$ cat src/rtl/snn_pkg.sv
// Shared types and helpers for the spiking-neuron blocks: default widths,
// neuron FSM states and the saturation-range helper used by every neuron.
package snn_pkg;

  localparam int V_WIDTH_DEF   = 8;
  localparam int I_WIDTH_DEF   = 5;
  localparam int REF_WIDTH_DEF = 3;
  localparam int CNT_WIDTH_DEF = 8;

  typedef enum logic [0:0] {
    ST_INTEGRATE = 1'b0,
    ST_REFRACT   = 1'b1
  } lif_state_e;

  // Reports whether x lies above ({1,0}) or below ({0,1}) the signed range of a w-bit word.
  function automatic logic [1:0] clamp_dir(input logic signed [31:0] x, input int w);
    logic signed [31:0] hi;
    logic signed [31:0] lo;
    hi = (32'sd1 <<< (w - 1)) - 32'sd1;
    lo = -(32'sd1 <<< (w - 1));
    return {x > hi, x < lo};
  endfunction

endpackage

$ cat src/rtl/lif_membrane_update.sv
// Combinational membrane update: arithmetic leak, add input current, clamp to the
// potential range and compare the clamped result against the firing threshold.
module lif_membrane_update
  import snn_pkg::*;
#(
  parameter int V_WIDTH = V_WIDTH_DEF,
  parameter int I_WIDTH = I_WIDTH_DEF
) (
  input  logic signed [V_WIDTH-1:0] v,
  input  logic signed [I_WIDTH-1:0] current,
  input  logic signed [V_WIDTH-1:0] threshold,
  input  logic        [2:0]         leak_shift,
  output logic signed [V_WIDTH-1:0] v_sat,
  output logic                      fire
);

  localparam int S_W = V_WIDTH + 2;

  logic signed [V_WIDTH-1:0] leak;
  logic signed [S_W-1:0]     v_ext;
  logic signed [S_W-1:0]     leak_ext;
  logic signed [S_W-1:0]     i_ext;
  logic signed [S_W-1:0]     sum;
  logic signed [31:0]        sum_wide;
  logic        [1:0]         dir;

  // Two guard bits keep V - leak + I exact before clamping.
  always_comb begin
    leak = '0;
    if (leak_shift != 3'd0) begin
      leak = v >>> leak_shift;
    end
    v_ext    = {{2{v[V_WIDTH-1]}}, v};
    leak_ext = {{2{leak[V_WIDTH-1]}}, leak};
    i_ext    = {{(S_W-I_WIDTH){current[I_WIDTH-1]}}, current};
    sum      = v_ext - leak_ext + i_ext;
    sum_wide = {{(32-S_W){sum[S_W-1]}}, sum};
    dir      = clamp_dir(sum_wide, V_WIDTH);
    if (dir[1]) begin
      v_sat = {1'b0, {(V_WIDTH-1){1'b1}}};
    end else if (dir[0]) begin
      v_sat = {1'b1, {(V_WIDTH-1){1'b0}}};
    end else begin
      v_sat = sum[V_WIDTH-1:0];
    end
    fire = (v_sat >= threshold);
  end

endmodule

$ cat src/rtl/lif_spike_generator.sv
// Leaky integrate-and-fire neuron: one membrane update per step strobe, with
// threshold/fire/reset, refractory hold and a saturating spike counter.
module lif_spike_generator
  import snn_pkg::*;
#(
  parameter int V_WIDTH   = V_WIDTH_DEF,
  parameter int I_WIDTH   = I_WIDTH_DEF,
  parameter int REF_WIDTH = REF_WIDTH_DEF,
  parameter int CNT_WIDTH = CNT_WIDTH_DEF
) (
  input  logic                        clk,
  input  logic                        reset_n,
  input  logic                        clear,
  input  logic                        step,
  input  logic signed [I_WIDTH-1:0]   input_current,
  input  logic signed [V_WIDTH-1:0]   threshold,
  input  logic        [2:0]           leak_shift,
  input  logic        [REF_WIDTH-1:0] refractory_period,
  output logic                        out_valid,
  output logic                        spike_out,
  output logic signed [V_WIDTH-1:0]   membrane,
  output logic        [CNT_WIDTH-1:0] spike_count,
  output logic                        refractory
);

  lif_state_e               state;
  logic [REF_WIDTH-1:0]     ref_cnt;
  logic signed [V_WIDTH-1:0] v_sat;
  logic                     fire;

  lif_membrane_update #(
    .V_WIDTH (V_WIDTH),
    .I_WIDTH (I_WIDTH)
  ) u_update (
    .v          (membrane),
    .current    (input_current),
    .threshold  (threshold),
    .leak_shift (leak_shift),
    .v_sat      (v_sat),
    .fire       (fire)
  );

  assign refractory = (state == ST_REFRACT);

  // clear wins over step; a step taken while clearing produces no result.
  always_ff @(posedge clk or negedge reset_n) begin
    if (!reset_n) begin
      state       <= ST_INTEGRATE;
      ref_cnt     <= '0;
      membrane    <= '0;
      spike_count <= '0;
      out_valid   <= 1'b0;
      spike_out   <= 1'b0;
    end else if (clear) begin
      state       <= ST_INTEGRATE;
      ref_cnt     <= '0;
      membrane    <= '0;
      spike_count <= '0;
      out_valid   <= 1'b0;
      spike_out   <= 1'b0;
    end else begin
      out_valid <= step;
      spike_out <= 1'b0;
      if (step) begin
        case (state)
          ST_INTEGRATE: begin
            if (fire) begin
              spike_out <= 1'b1;
              membrane  <= '0;
              if (spike_count != {CNT_WIDTH{1'b1}}) begin
                spike_count <= spike_count + CNT_WIDTH'(1);
              end
              if (refractory_period != '0) begin
                ref_cnt <= refractory_period;
                state   <= ST_REFRACT;
              end
            end else begin
              membrane <= v_sat;
            end
          end
          ST_REFRACT: begin
            membrane <= '0;
            ref_cnt  <= ref_cnt - REF_WIDTH'(1);
            if (ref_cnt == REF_WIDTH'(1)) begin
              state <= ST_INTEGRATE;
            end
          end
          default: state <= ST_INTEGRATE;
        endcase
      end
    end
  end

endmodule
$ cat config.mk
export PLATFORM = sky130hd
export DESIGN_NAME = lif_spike_generator
export DESIGN_NICKNAME = d
export VERILOG_FILES = /design/src/rtl/snn_pkg.sv /design/src/rtl/lif_membrane_update.sv /design/src/rtl/lif_spike_generator.sv
export SDC_FILE = /design/constraint.sdc
export NUM_CORES = 1
export LEC_CHECK = 0
export CAP_MARGIN = 15
export CORE_ASPECT_RATIO = 1.75
export CORE_MARGIN = 4
export CORE_UTILIZATION = 25
export DETAILED_ROUTE_END_ITERATION = 8
export DONT_BUFFER_PORTS = 1
export GPL_TIMING_DRIVEN = 0
export HOLD_SLACK_MARGIN = 0.05
export SKIP_LAST_GASP = 1
export SLEW_MARGIN = 0
export SYNTH_ARGS = -nofsm -noshare
export SYNTH_HDL_FRONTEND = slang
export SYNTH_HIERARCHICAL = 1
export SYNTH_SLANG_ARGS = --single-unit
$ cat constraint.sdc
create_clock -name clk -period 6 [get_ports clk]
set_input_delay 0 -clock clk [delete_from_list [all_inputs] [get_ports clk]]
set_output_delay 0 -clock clk [all_outputs]
set_load 0.05 [all_outputs]
==> flow_summary.ini <==
[hold_path]
worstHoldPathType = in -> reg

[critical_path]
critPathKind = reg -> reg
cp.required_ns = 6.11
crit_path_max_fanout = 9
crit_buf_inv = 3
max_stage_delay_ns = 0.59
reg2reg_slack_ns = 0.37
slowest_stage = dfrtp_4
critical_path.top_delay_family = compound AO/OA/AOI/OAI gates
crit_chain = mux4_2, a21o_1, ha_1, inv_1, ha_1, inv_1, fa_1, nor2b_4, o31a_1, a21oi_2, xor2_1, o21a_2, o21a_1, ha_1, nand2b_1, a21o_1, a21oi_1, and4b_1, o21ai_1, a21oi_2, and3b_1, o31ai_1, dlygate4sd3_1, a21oi_1
end_kind = flip-flop
cp-start-kind = flip-flop
cp_common_cell = ha_1
worstPathArrival_ns = 5.74

[timing]
rsz0062_at_grt = false
period_minus_slack_ns = 5.63
finalMaxSlewViolations = 0
skew_ns = 0.00351
max_freq_mhz = 178
finalCritPeriodShare = 0.938
hold_viol_final = 0
setup_viol = 0
fin_setup_tns_ns = 0
slew_headroom = 0.346
worst_pin_slew_ns = 0.978

[route]
drc = 0
ant_nets = 0
drt_iter0_drc = 67
viasPerCell = 4.81
wl_per_cell_um = 14.0
vias = 1873
wl_um = 5440
firstDrtPassIters = 5

[global_route]
grt_pass1_wl_um = 8700
grtUsageTotal = 0.103
grt_overflow = 0
grt_pass1_vias = 1826
grt_max_degree = 23
antenna_found_initial = 0

[synth]
ys_seq_area_frac = 0.251
yosysUniqueCellTypes = 49
ys_top_cells_by_area = dfrtp_1 25%, ha_1 13%, fa_1 6.4%
synth_top_area_share = 0.251
syn_inst = 261
synth_area_um2 = 2190
yosysWarningCount = 6
synth.avg_cell_area_um2 = 8.40
async_flop_share = 1.00
yosysTopAreaCell = dfrtp_1
synth_seq_cells = 22
synth_edf_count = 0
ys.flop_type = dfrtp_1
synth_nets = 313

[clock_network]
clk_path_buf_depth = 2
clkLatencyLatePin_ns = 0.25
htreeDepth = 1
clock_sinks = 22
clkTransAtPathRegs_ns = 0.05
cts_buffers = 3
tritoncts = done
ctsRootBufferMaster = clkbuf_16

[floorplanning]
fp.dieH_um = 132
core_area_um2 = 8610
die_w_um = 78.8
start_util = 0.254
io-pin-count = 42
dieArea_um2 = 10400
std_cell_rows = 45

[power]
total_power_uw = 947
p_per_area_nw_per_um2 = 378
ir_drop_uv = 216
leakage_uw = 0.00106

[layout]
fillers = 933
insertedDiodeCount = 0
drive_above_1_share = 0.0882
stdcell_count = 389
area_growth_pct = 14.4
layout.nets = 326

[status]
status = complete, no violations

[place]
dp.cells = 378
post-dp-hpwl_um = 4460
numPortBuffers = 0
gp_congestion = 0.819

[run]
maxCapViolCount = 0
==> final cells by class <==
cell class	instances	area, um2	share of cell area
inverters	29	109	0.0434
flip-flops and latches	22	563	0.225
multi-input cells	202	1510	0.600
clock buffers	3	75.1	0.0299
repair buffers	8	77.6	0.0309
well taps	117	146	0.0584
plain buffers	8	31.3	0.0125
==> tightest hold or removal path: cells and delay by family <==
kind	cells	cell delay [ns]
AOI/OAI and AO/OA	2	0.17
and+or+nand+nor	1	0.10
==> metrics by stage <==
step | hold slack, ns | setup WS (ns) | cell area (um2) | util
after floorplan | -0.296 | 0.749 | 2190 | -
after global placement | -0.295 | 0.0425 | 2340 | 0.271
after detailed placement | -0.295 | 0.0605 | 2340 | 0.271
after CTS | 0.0563 | 0.0401 | 2480 | 0.288
after global routing | 0.0749 | 0.0499 | 2510 | 0.291
final | 0.0610 | 0.370 | 2510 | 0.291
==> synthesized netlist by cell type, drive strengths merged, types with 5 or more instances <==
cell type	instances
dfrtp	22
nor2	17
clkbuf	7
nor2b	5
o21ai	19
nand2b	14
inv	29
a21oi	25
nand3	13
nand2	17
a211oi	7
ha	22
fa	7
o21a	5
==> state kept, by name, summed over array words and instances, names as in the netlist <==
| register | cells |
|---|---|
| spike_out | 1 |
| membrane | 8 |
| refractory | 1 |
| spike_count | 8 |
| out_valid | 1 |
| ref_cnt | 3 |
==> path summary, 6_finish.rpt <==
kind / startpoint / end / cells after the start
worst max-delay path: membrane[7]$_DFFE_PN0P_ / refractory$_DFFE_PN0P_ / 24
worst min-delay path: step / ref_cnt[1]$_DFFE_PN0P_ / 3
worst max register to register: membrane[7]$_DFFE_PN0P_ / refractory$_DFFE_PN0P_ / 24
worst min register to register: ref_cnt[1]$_DFFE_PN0P_ / ref_cnt[1]$_DFFE_PN0P_ / 2
max in group asynchronous: reset_n / membrane[5]$_DFFE_PN0P_ / 1
min in group asynchronous: reset_n / spike_count[2]$_DFFE_PN0P_ / 1
==> power breakdown <==
| part | internal [uW] | leakage (uW) | switching (uW) | total [uW] |
|---|---|---|---|---|
| clock | 87.8 | 0.0000370 | 46.5 | 134 |
| combinational | 235 | 0.000733 | 303 | 538 |
| sequential | 173 | 0.000290 | 101 | 275 |
| total | 496 | 0.00106 | 451 | 947 |
==> per-layer routing <==
layer,share of wire,track usage,vias to the layer above
met5,0,0,-
met1,0.40,0.114,888
met4,0.011,0.0282,0
met2,0.55,0.196,38
li1,-,-,943
met3,0.044,0.0185,4
==> cells by family (layout without fill, tap and decap cells) <==
family | Yosys count | count (layout) | synth area share
and+or+nand+nor | 82 | 82 | 0.203
adders and majority gates | 29 | 29 | 0.189
xor gates and xnor gates | 7 | 7 | 0.0280
AOI/OAI and AO/OA | 78 | 78 | 0.229
buffers and inverters | 37 | 48 | 0.0639
DFF | 22 | 22 | 0.251
muxes | 6 | 6 | 0.0354
==> cell usage in the layout (no fill, tap or decap), drive strengths merged, types with 3 or more instances in the layout <==
master / n
nor2b: 5
a31oi: 4
dlygate4sd3: 7
o21ai: 19
xnor2: 3
nand3: 13
nand3b: 4
clkbuf: 10
dfrtp: 22
nand2b: 14
fa: 7
nand2: 17
nor2: 17
a21oi: 25
a21o: 4
o31a: 4
mux2i: 4
xor2: 4
and4: 3
ha: 22
a211oi: 7
inv: 29
o21a: 5
==> timing repair <==
item                       4_1_cts  5_1_grt
hold endpoints to repair        28        0
setup endpoints to repair        0       18
resized for setup                0       13
setup buffers                    0        1
hold buffers                     7        0
Power figures use the tool's default switching activity.
